## config.mk

```make
export PLATFORM = sky130hd
export DESIGN_NAME = spi_master_shifter
export DESIGN_NICKNAME = d
export VERILOG_FILES = /design/src/rtl/spi_master_shifter.sv
export SDC_FILE = /design/constraint.sdc
export NUM_CORES = 1
export LEC_CHECK = 0
export CORE_AREA = 4 4 76 78
export DETAILED_ROUTE_END_ITERATION = 10
export DIE_AREA = 0 0 80 82
export HOLD_SLACK_MARGIN = 0.12
export PLACE_DENSITY = 0.76
export SLEW_MARGIN = 25
export SYNTH_ARGS = -nofsm -noshare
export SYNTH_HDL_FRONTEND = slang
export SYNTH_SLANG_ARGS = --single-unit
```

## constraint.sdc

```tcl
create_clock -name clk -period 2 [get_ports clk]
set_clock_uncertainty 0.1 [all_clocks]
set_input_delay 0.3 -clock clk [delete_from_list [all_inputs] [get_ports clk]]
set_output_delay 0.3 -clock clk [all_outputs]
set_load 0.005 [all_outputs]
```

## src/rtl/spi_master_shifter.sv

```systemverilog
// -----------------------------------------------------------------------------
// spi_master_shifter
//
// SPI mode-0 (CPOL=0, CPHA=0) master shift engine. The half-bit time base is
// the single-cycle slow_clk_en tick from the upstream SPI clock divider. One
// word is shifted out MSB-first on mosi while one word is captured from miso.
// The captured word is presented on rx_data together with a one-cycle done
// pulse.
//
// Ports
//   clk          in   system clock, rising edge
//   reset        in   asynchronous reset, active low
//   slow_clk_en  in   half-bit tick (one clk wide)
//   start        in   transfer request, honoured only while idle
//   tx_data      in   word to transmit, latched when start is accepted
//   miso         in   serial data from the slave (already clk-synchronous)
//   sclk         out  SPI clock, idles low
//   mosi         out  serial data to the slave
//   cs_n         out  slave select, active low
//   busy         out  high from start acceptance until done
//   done         out  one-cycle end-of-transfer pulse
//   rx_data      out  last captured word, held until the next done
// -----------------------------------------------------------------------------
module spi_master_shifter #(
    parameter int DATA_W = 16
) (
    input  logic              clk,
    input  logic              reset,
    input  logic              slow_clk_en,
    input  logic              start,
    input  logic [DATA_W-1:0] tx_data,
    input  logic              miso,
    output logic              sclk,
    output logic              mosi,
    output logic              cs_n,
    output logic              busy,
    output logic              done,
    output logic [DATA_W-1:0] rx_data
);

    typedef enum logic [1:0] {
        ST_IDLE  = 2'd0,
        ST_SETUP = 2'd1,
        ST_XFER  = 2'd2,
        ST_HOLD  = 2'd3
    } state_t;

    // Index of the final SCLK edge (a falling edge) within XFER, counted from 0.
    localparam logic [5:0] LAST_EDGE = 6'(2 * DATA_W - 1);

    state_t            state_q;
    logic [DATA_W-1:0] tx_sr_q;
    logic [DATA_W-1:0] rx_sr_q;
    logic [5:0]        edge_cnt_q;
    logic              sclk_q;
    logic              mosi_q;
    logic              cs_n_q;
    logic              busy_q;
    logic              done_q;
    logic [DATA_W-1:0] rx_data_q;

    logic [DATA_W-1:0] tx_sr_d;
    logic [DATA_W-1:0] rx_sr_d;
    logic [5:0]        edge_cnt_d;
    logic              last_edge_s;

    // Next values of the shift registers and edge counter for a shifting tick.
    always_comb begin
        tx_sr_d     = {tx_sr_q[DATA_W-2:0], 1'b0};
        rx_sr_d     = {rx_sr_q[DATA_W-2:0], miso};
        edge_cnt_d  = edge_cnt_q + 6'd1;
        last_edge_s = (edge_cnt_q == LAST_EDGE);
    end

    // Transfer FSM with all outputs registered.
    always_ff @(posedge clk or negedge reset) begin
        if (!reset) begin
            state_q    <= ST_IDLE;
            tx_sr_q    <= '0;
            rx_sr_q    <= '0;
            edge_cnt_q <= 6'd0;
            sclk_q     <= 1'b0;
            mosi_q     <= 1'b0;
            cs_n_q     <= 1'b1;
            busy_q     <= 1'b0;
            done_q     <= 1'b0;
            rx_data_q  <= '0;
        end else begin
            done_q <= 1'b0;
            case (state_q)
                ST_IDLE: begin
                    sclk_q <= 1'b0;
                    // A tick coinciding with acceptance is deliberately not
                    // consumed: SETUP waits for the next one.
                    if (start) begin
                        tx_sr_q    <= tx_data;
                        rx_sr_q    <= '0;
                        edge_cnt_q <= 6'd0;
                        mosi_q     <= tx_data[DATA_W-1];
                        cs_n_q     <= 1'b0;
                        busy_q     <= 1'b1;
                        state_q    <= ST_SETUP;
                    end else begin
                        cs_n_q <= 1'b1;
                        busy_q <= 1'b0;
                    end
                end
                ST_SETUP: begin
                    // One half-bit of cs_n-to-SCLK setup.
                    if (slow_clk_en) begin
                        state_q <= ST_XFER;
                    end else begin
                        state_q <= ST_SETUP;
                    end
                end
                ST_XFER: begin
                    if (slow_clk_en) begin
                        sclk_q     <= ~sclk_q;
                        edge_cnt_q <= edge_cnt_d;
                        if (!sclk_q) begin
                            // Rising edge: capture miso.
                            rx_sr_q <= rx_sr_d;
                        end else begin
                            // Falling edge: present the next bit.
                            tx_sr_q <= tx_sr_d;
                            mosi_q  <= tx_sr_q[DATA_W-2];
                        end
                        if (last_edge_s) begin
                            state_q <= ST_HOLD;
                        end else begin
                            state_q <= ST_XFER;
                        end
                    end else begin
                        state_q <= ST_XFER;
                    end
                end
                ST_HOLD: begin
                    if (slow_clk_en) begin
                        cs_n_q    <= 1'b1;
                        rx_data_q <= rx_sr_q;
                        done_q    <= 1'b1;
                        busy_q    <= 1'b0;
                        state_q   <= ST_IDLE;
                    end else begin
                        state_q <= ST_HOLD;
                    end
                end
                default: begin
                    state_q <= ST_IDLE;
                    sclk_q  <= 1'b0;
                    cs_n_q  <= 1'b1;
                    busy_q  <= 1'b0;
                end
            endcase
        end
    end

    assign sclk    = sclk_q;
    assign mosi    = mosi_q;
    assign cs_n    = cs_n_q;
    assign busy    = busy_q;
    assign done    = done_q;
    assign rx_data = rx_data_q;

endmodule
```

# Word level (Yosys, flattened, before mapping)
# Index checks and enable logic that the tools add are counted.
[word_totals] reg_bits=60 latchBits=0 mem_bits_rw=0 romBits=0 inputBits=21 output_inout_bits=21 wordCells=61 mem_count=0
[op_classes] add_sub_neg=1 multipliers=0 div=0 order_cmp=0 n_eq_ne=9 shifts=0 muxes=31 bitwise_logic=1 n_reduce_logical=9
[ops] cell="two-way mux 16 bit" n=3
[ops] cell="two-way mux 15 bit" n=3
[ops] cell="one-hot mux 16 bit (2 select lines)" n=1
[ops] cell="one-hot mux 15 bit (2 select lines)" n=1
[ops] cell="two-way mux 6 bit" n=2
[ops] cell="one-hot mux 6 bit (2 select lines)" n=1
[ops] cell="two-way mux 1 bit" n=11
[ops] cell="!= test 2 bit, second input constant" n=5
[ops] cell="two-way mux 2 bit" n=4
[ops] cell="one-hot mux 1 bit (2 select lines)" n=4
[ops] cell="one-hot mux 2 bit (4 select lines)" n=1
[ops] cell="AND reduction 4 bit" n=2
[ops] cell="adder 6 x 1 -> 6 bit, second input constant" n=1
[ops] cell="== test 6 x 5 -> 1 bit, second input constant" n=1
[ops] cell="AND reduction 2 bit" n=3
[ops] cell="== test 2 bit, second input constant" n=2
[ops] cell="nonzero test 2 bit" n=2
[ops] cell="AND reduction 3 bit" n=1
[ops] cell="== test 2 x 1 -> 1 bit, second input constant" n=1
[ops] cell="zero test 2 bit" n=1
[ops] cell="NOT 1 bit" n=1

# Logic depth before layout (Yosys ltp)
# Gate-level depths: netlist of run 1.
[depth] word_depth=4 depth_mapped=5 mapped_depth_nobuf=4

# Least setup slack after synthesis of run 1
# OpenSTA, ideal clock, no wires.
[synth_path] path_type="register -> register" start="register state_q[1]" end="register mosi_q (netlist: mosi)" setup_ns=0.125 arrival_ns=1.390 required_time_ns=1.775 slack_ns=0.385 stages_incl_launch_ff=6 path_buffers=2 period_less_slack_ns=1.615 cell_sequence="dfrtp_1 nor2b_1 buf_6 buf_6 mux2_4 mux2_4"
[synth_between] elab_chain_cells=3 word_cells_on_any_way=8 cone_classes="4 x eq/ne; 1 x mux; 3 x reduce/logical"
[synth_lines] item="from (decl)" line_no="51" text="state_t state_q;"
[synth_lines] item="from (signal assigned)" line_no="78" text="state_q <= ST_IDLE;"
[synth_lines] item="from (signal assigned)" line_no="102" text="state_q <= ST_SETUP;"
[synth_lines] item="from (signal assigned)" line_no="111" text="state_q <= ST_XFER;"
[synth_lines] item="== test 2 bit or zero test 2 bit (tied branches)" line_no="90" text="case (state_q)"
[synth_lines] item="!= test 2 bit (no line) or nonzero test 2 bit (tied branches)"
[synth_lines] item="AND reduction 4 bit (no line)"
[synth_lines] item="to (signal assigned)" line_no="99" text="mosi_q <= tx_data[DATA_W-1];"
[synth_lines] item="to (signal assigned)" line_no="126" text="mosi_q <= tx_sr_q[DATA_W-2];"
[synth_lines] item="to (decl)" line_no="56" text="logic mosi_q;"
# Several ways; a longest one is shown, not always the timed one.
# A chain may end at the register's enable or synchronous reset.

# Final worst setup path of run 1
[layout_path] start="register cs_n_q (netlist: cs_n)" end="output port cs_n"
[layout_rtl] item="from (decl)" line_no="57" text="logic cs_n_q;"
[layout_rtl] item="from (signal assigned)" line_no="84" text="cs_n_q <= 1'b1;"
[layout_rtl] item="from (signal assigned)" line_no="100" text="cs_n_q <= 1'b0;"
[layout_rtl] item="from (signal assigned)" line_no="104" text="cs_n_q <= 1'b1;"
[layout_rtl] item="to (decl)" line_no="35" text="output logic cs_n,"
# No word-level cell between the ends.

==> results.txt, run 1 <==
----------------------------------------------------
[Timing]
  Worst setup slack after layout ... 0.248 ns
  Time the final worst path needs with I/O delays and setup ... ~1.8 ns
  Worst slew pin tran ... ~0.55 ns
  Setup violations, final ... 0
  Maximum frequency from static timing analysis ... 571 MHz
  Final Max Slew Viols ... 0
  Normalized max-slew margin ... between 60% and 70%
  RSZ-0062 raised after global routing ... false
  Period Utilization, post-route ... 87.6%
  Accumulated negative setup slack ... 0 ns
  Fin. Hold Viols ... 0
  Minimum hold slack ... around 0.38 ns

[Floorplanning]
  Total die area ... 6560 sq um
  Num rows ... 26
  Die H ... 82 um
  Std-Cell Core Area ... around 5100 sq um
  Effective utilization at floorplan ... 52.1%
  DIE WIDTH ... ~80 um
  Top-level port count ... 42

[Global route]
  Total congestion overflow after global routing ... 0
  Largest net degree at the start of global routing ... 61
  Number of global-route vias before repair ... 1702
  Total routing resource utilization after global routing ... ~16%
  First-pass GRT wire length ... 8120 um
  Antenna violations before repair ... 0

[Setup path]
  Signal arrival time at the worst endpoint ... 1.35 ns
  Path type of the worst setup path ... reg -> out
  Launching element type of the critical path ... register
  Endpoint kind of the worst setup timing path ... output pin
  R2R Path End ... edge_cnt_q[5]
  Reg-to-reg slack, setup ... 0.30 ns
  Depth of the worst register-to-register path ... 4
  Buffers & Inverters on Critical Path ... 1
  Critical path's slowest cell ... sky130_fd_sc_hd__dfstp_2
  Largest delay contributor family on the critical path ... flip-flops
  Data required, critical path ... 1.60 ns
  Critical path's largest stage delay ... around 0.53 ns
  Largest fanout on the critical path ... 3
  Ordered cell list for the critical path ... clkdlybuf4s50_1
  FF-to-FF Start ... state_q[1]

[Placed design]
  Buffers on Ports ... 41
  Pre-CTS WS ... -0.0616 ns
  Number of placed cells counting well taps ... a little under 300
  Final weighted congestion in routability-driven placement ... 0.778
  Total half-perimeter wirelength after legalization and detailed placement ... 3040 um

[CTS]
  Clock tree buffer depth ... 2
  Clock transition at the register clock pins on the worst setup and hold paths after CTS ... 0.06 ns
  CTS root buf ... sky130_fd_sc_hd__clkbuf_8
  Hold bufs inserted after CTS ... 1
  Cts repair resizes ... 0
  Setup bufs post-CTS ... 0
  H-tree level count ... 3
  TritonCTS Buffers ... 9
  Source-to-sink clock delay at the later pin of the worst-skew pair ... 0.33 ns
  Clock net sink count ... 60
  TritonCTS clock tree ... yes

[Pwr]
  P_leak ... 1.55 nW
  Peak ir drop on the vdd network ... approximately 0.75 mV
  Cell area power density ... 1370 nW/um^2

[Routing]
  Post-Route WL ... 4810 um
  Number of nets with antenna violations after routing ... 0
  DR pass1 iterations ... 4
  Drc violations ... 0
  First-iteration detailed-routing DRC count ... 79
  Routed length per placed instance ... 15.6 um
  Vias after detailed routing ... 1670
  Vias per std cell ... 5.40

[Min path]
  Instance count along the most critical hold path ... 1
  Hold endpoint ... tx_sr_q[6]
  Worst min-delay path startpoint ... tx_sr_q[6]
  Min-delay worst type ... reg -> reg

[Layout]
  Proportion of layout cells with a drive suffix above 1 ... 31.8%
  Layout Area Growth over Synthesis ... 29.7%
  Footprint of the multi-input gates ... between 1000 and 1500 sq um
  Register Area ... 1500 sq um
  Total of fill cells in the finished design ... 391
  Antenna diode instance count ... 0
  Net count, final ... 257
  Finished Layout Cells ... 309

[Status]
  Outcome ... finished clean

[Logic synthesis]
  Post-synth EDFFs ... 0
  Register bit count reported by yosys ... 60
  Cell count after synthesis ... 183
  Post-synthesis average cell area ... about 14 sq um
  Top FF cell, synth ... sky130_fd_sc_hd__dfrtp_1
  Sequential fraction of the synthesis area ... 56.8%
  Count of distinct cell types in the synthesized netlist ... 36
  Yosys warns ... 0
  Summed instance area of the synthesized netlist ... 2640 sq um
  Share of flip-flops with an asynchronous set or reset after synthesis ... 100%
  Syn Nets ... about 210

[Run]
  Total of max-cap violations ... 0

----------------------------------------------------
cells by family (layout without fill, tap and decap cells):
| family | count (synthesis) | count (layout) | share of synthesized area [%] |
|---|---|---|---|
| compound gates | 34 | 34 | 10.2 |
| buf+inv | 14 | 70 | 3.55 |
| fa+ha+maj | 1 | 1 | 0.473 |
| flops | 60 | 60 | 56.8 |
| simple gates | 24 | 24 | 5.63 |
| xor+xnor | 1 | 1 | 0.331 |
| mux | 49 | 49 | 23.0 |
area by class of cell:
cell class	instances	share of cell area, %
sequential	60	43.8
timing repair buffer	51	15.2
multi-input combinational	109	30.6
clock buffer	10	3.72
clock inverter	5	3.65
inverter	4	0.438
tap	70	2.55
placed cells by master, fill, tap and decap left out, drive strengths merged:
cell type	instances
o41ai	1
bufinv	4
nand2b	2
mux2i	1
nand2	6
or3	1
buf	10
inv	4
or4	3
ha	1
a21oi	5
o21a	1
dfstp	1
a221o	1
nand3	4
dlygate4sd3	1
a221oi	1
nand4b	1
clkinv	1
nand3b	1
clkbuf	10
nor2	1
o31ai	3
clkdlybuf4s50	40
a21o	1
nor3b	1
dfrtp	59
xnor2	1
a22o	17
nor3	2
nor2b	2
o21ai	4
mux2	48
power by group:
group	switching [W]	internal, W	total (W)
clock network	0.000444	0.000945	0.00139
registers	0.000211	0.00155	0.00176
logic	0.000629	0.000932	0.00156
total	0.00128	0.00343	0.00471
metal layers:
| metal | up-vias | global-route usage, % | wire length, um |
|---|---|---|---|
| met1 | 841 | 21.9 | 2330 |
| met5 | - | 0 | 0 |
| li1 | 778 | - | - |
| met3 | 10 | 3.29 | 200 |
| met2 | 41 | 24.8 | 2160 |
| met4 | 0 | 9.12 | 120 |
sequential cells by signal (all words and copies together) (netlist names):
signal,cells
rx_data,16
busy,1
sclk,1
rx_sr_q,16
state_q,2
done,1
edge_cnt_q,6
cs_n,1
mosi,1
tx_sr_q,15
cells in the mapped netlist (2+ instances only):
library cell	instances	share of area, %
sky130_fd_sc_hd__inv_1	4	0.57
sky130_fd_sc_hd__o21ai_0	4	0.76
sky130_fd_sc_hd__or4_1	3	0.85
sky130_fd_sc_hd__o31ai_1	3	0.85
sky130_fd_sc_hd__dfrtp_1	59	56
sky130_fd_sc_hd__a21oi_1	4	0.76
sky130_fd_sc_hd__nand3_2	2	0.76
sky130_fd_sc_hd__nand2b_1	2	0.47
sky130_fd_sc_hd__buf_2	3	0.57
sky130_fd_sc_hd__a22o_1	17	5.6
sky130_fd_sc_hd__nand3_1	2	0.38
sky130_fd_sc_hd__buf_4	2	0.57
sky130_fd_sc_hd__mux2_2	31	13
sky130_fd_sc_hd__mux2_4	14	8.0
sky130_fd_sc_hd__nor2b_1	2	0.47
sky130_fd_sc_hd__nand2_1	6	0.85
sky130_fd_sc_hd__mux2_1	3	1.3
sky130_fd_sc_hd__buf_6	4	1.7
worst max path at each step:
stage | depth (start not counted) | slack, ns | endpoint | start
CTS | 1 | 0.23 | cs_n | cs_n
global route | 4 | 0.18 | rx_data[14] | slow_clk_en
floorplan | 5 | 0.39 | mosi | state_q[1]
finish | 1 | 0.25 | cs_n | cs_n
detailed placement | 4 | -0.06 | rx_data[8] | slow_clk_en
global placement | 4 | -0.04 | rx_data[10] | slow_clk_en
stage by stage:
step	total power (W)	utilization, %	cell area [sq um]
finish	0.00471	67.6	3430
global route	0.00498	67.6	3430
CTS	0.00476	67.6	3430
detailed placement	0.00335	62.4	3170
global placement	0.00332	62.4	3170
floorplan	0.00289	-	2640
Note: power is estimated with default switching activity, not from simulation.
==> run 2, diff against run 1 <==
TNS_END_PERCENT = 1   (was default)
==> results of run 2 <==
Same layout as run 1: the final DEF is identical, and so are final timing and power.
==> run 3, diff against run 2 <==
CORE_AREA = 2 2 80 74   (was 4 4 76 78)
DIE_AREA = 0 0 82 76   (was 0 0 80 82)
PLACE_DENSITY = 0.73   (was 0.76)
==> run 3 against run 2 <==
  * Sequential cell count unchanged
  * Final cell count increased by 0.97%
  * Critical path depth increased by 3
  * Critical path type is now reg -> reg
  * Highest routed layer unchanged
==> results.txt, run 3 (synthesized netlist as in run 1, its figures left out) <==
----------------------------------------------------
[Timing]
  Fin. Hold Viols ... 0 (unchanged)
  RSZ-0062 raised after global routing ... false
  Worst setup slack after layout ... 0.178 ns (-0.0693 ns)
  Worst slew pin tran ... 0.587 ns (+0.0341 ns)
  Period Utilization, post-route ... 91.1% (+3.5 points)
  Time the final worst path needs with I/O delays and setup ... 1.82 ns (+0.0693 ns)
  Final Max Slew Viols ... 0 (unchanged)
  Maximum frequency from static timing analysis ... 549 MHz (-3.8%)
  Normalized max-slew margin ... 60.9% (-2.2 points)
  Accumulated negative setup slack ... 0 ns (unchanged)
  Setup violations, final ... 0 (unchanged)

[Routing]
  Routed length per placed instance ... 15.4 um (-1.2%)
  Vias per std cell ... 5.32 (-1.6%)
  First-iteration detailed-routing DRC count ... 57 (-28%)
  DR pass1 iterations ... 4 (unchanged)
  Post-Route WL ... 4800 um (-0.27%)
  Vias after detailed routing ... 1660 (-0.60%)
  Number of nets with antenna violations after routing ... 0 (unchanged)
  Drc violations ... 0 (unchanged)

[Placed design]
  Number of placed cells counting well taps ... 295 (+0.68%)
  Pre-CTS WS ... -0.000862 ns (+0.0608 ns)
  Total half-perimeter wirelength after legalization and detailed placement ... 3210 um (+5.4%)
  Area post-placement ... 3190 sq um (+0.87%)
  Final weighted congestion in routability-driven placement ... 0.734 (-5.6%)
  Buffers on Ports ... 41 (unchanged)

[Global route]
  First-pass GRT wire length ... 8360 um (+2.9%)
  Number of global-route vias before repair ... 1777 (+4.4%)
  Total congestion overflow after global routing ... 0 (unchanged)
  Antenna violations before repair ... 0 (unchanged)
  Largest net degree at the start of global routing ... 28 (-54%)
  Total routing resource utilization after global routing ... 17.7% (+1.4 points)

[Setup path]
  Launching element type of the critical path ... register
  Critical path's slowest cell ... sky130_fd_sc_hd__dfrtp_1
  Data required, critical path ... 2.12 ns (+0.52 ns)
  Buffers & Inverters on Critical Path ... 1 (unchanged)
  Ordered cell list for the critical path ... nor2b_2 -> buf_12 -> mux2_2 -> mux2_1
  Largest fanout on the critical path ... 18 (+15)
  Critical path's largest stage delay ... 0.53 ns (about the same)
  Path type of the worst setup path ... reg -> reg
  Signal arrival time at the worst endpoint ... 1.95 ns (+0.60 ns)
  FF-to-FF Start ... state_q[1]
  Worst Setup SP ... state_q[1]
  Largest delay contributor family on the critical path ... multiplexers
  Endpoint kind of the worst setup timing path ... register

[Min path]
  Worst min-delay path startpoint ... tx_sr_q[7]
  Min-delay worst type ... reg -> reg

[Layout]
  Net count, final ... 259 (+0.78%)
  Finished Layout Cells ... 312 (+0.97%)
  Footprint of the multi-input gates ... 1050 sq um (unchanged)
  Register Area ... 1500 sq um (unchanged)
  Total of fill cells in the finished design ... 437 (+12%)
  Antenna diode instance count ... 0 (unchanged)
  Layout Area Growth over Synthesis ... 29.6% (about the same)
  Most common cell after layout, fill and taps aside ... sky130_fd_sc_hd__dfrtp_1
  Most frequent cells in the layout ... sky130_fd_sc_hd__dfrtp_1, sky130_fd_sc_hd__clkdlybuf4s50_1, sky130_fd_sc_hd__mux2_2
  Proportion of layout cells with a drive suffix above 1 ... 33.1% (+1.3 points)
  Final instance area ... 3430 sq um (about the same)

[CTS]
  TritonCTS Buffers ... 9 (unchanged)
  Source-to-sink clock delay at the later pin of the worst-skew pair ... 0.34 ns (about the same)
  Clock net sink count ... 60 (unchanged)
  H-tree level count ... 3 (unchanged)
  Clock tree buffer depth ... 2 (unchanged)
  TritonCTS clock tree ... yes
  Cts repair resizes ... 0 (unchanged)
  CTS root buf ... sky130_fd_sc_hd__clkbuf_8
  Clock transition at the register clock pins on the worst setup and hold paths after CTS ... 0.07 ns (about the same)

[Pwr]
  P_leak ... 1.55 nW (+0.13%)
  Peak ir drop on the vdd network ... 0.797 mV (+6.5%)
  Proportion of power drawn by the clock network ... 27.0% (-2.5 points)
  Switching portion of total power ... 29.4% (+2.2 points)
  Total net switching power ... 0.00135 W (+4.9%)
  Cell area power density ... 1340 nW/um^2 (-2.8%)
  Flop pwr share ... 39.0% (+1.6 points)
  Relative contribution of combinational cells to total power ... 34.0% (+0.9 points)
  Cell-internal power ... 0.00323 W (-5.7%)

[Floorplanning]
  Num rows ... 26 (unchanged)
  Std-Cell Core Area ... 5470 sq um (+7.7%)
  Die H ... 76 um (-7.3%)
  Top-level port count ... 42 (unchanged)
  DIE WIDTH ... 82 um (+2.5%)
  Effective utilization at floorplan ... 48.4% (-3.7 points)
  Total die area ... 6230 sq um (-5.0%)

[Run]
  Total of max-cap violations ... 0 (unchanged)

[Status]
  Outcome ... finished clean

----------------------------------------------------
==> run 3: stage by stage <==
step | power (W) | utilization, % | hold WS, ns
2_1_floorplan | 0.00289 | - | -0.0956
5_1_grt | 0.00487 | 62.7 | 0.423
6_report | 0.00458 | 62.7 | 0.384
3_5_place_dp | 0.00338 | 58.4 | 0.236
3_3_place_gp | 0.00332 | 58.4 | 0.232
4_1_cts | 0.00463 | 62.7 | 0.393
==> run 3: final cells by class <==
cell class / count / share of cell area, %
sequential: 60 / 43.8
multi-input combinational: 109 / 30.6
timing repair buffer: 53 / 16.0
clock buffer: 10 / 4.02
tap: 70 / 2.56
clock inverter: 6 / 2.52
inverter: 4 / 0.438
==> run 3: worst paths after layout <==
path | end | cells after the start | slack, ns
setup / recovery | tx_sr_q[7] | 4 | 0.18
hold / removal | tx_sr_q[7] | 1 | 0.38
setup reg to reg | tx_sr_q[7] | 4 | 0.18
hold reg to reg | tx_sr_q[7] | 1 | 0.38
max in group asynchronous | cs_n | 3 | 0.78
min in group asynchronous | rx_data[12] | 2 | 0.40
==> run 3: what timing repair did <==
item / 4_1_cts / 5_1_grt
endpoints found under the hold margin: 23 / 0
setup buffers: 0 / 0
hold buffers: 1 / 0
==> run 3: power groups by stage <==
stage | logic (W) | clock network, W | registers (W)
after detailed placement | 0.00158 | 0 | 0.00180
after CTS | 0.00158 | 0.00127 | 0.00179
after global placement | 0.00153 | 0 | 0.00179
after floorplan | 0.00115 | 0 | 0.00174
after global routing | 0.00170 | 0.00133 | 0.00183
final | 0.00156 | 0.00124 | 0.00179
==> run 3: routing by layer <==
metal  track usage, %  part of all wire [%]  vias to the layer above
met5                0                     0                        -
met4             5.50                  0.90                        0
met3             7.11                   5.4                        5
met2             26.3                    46                       39
met1             23.7                    47                      832
li1                 -                     -                      784
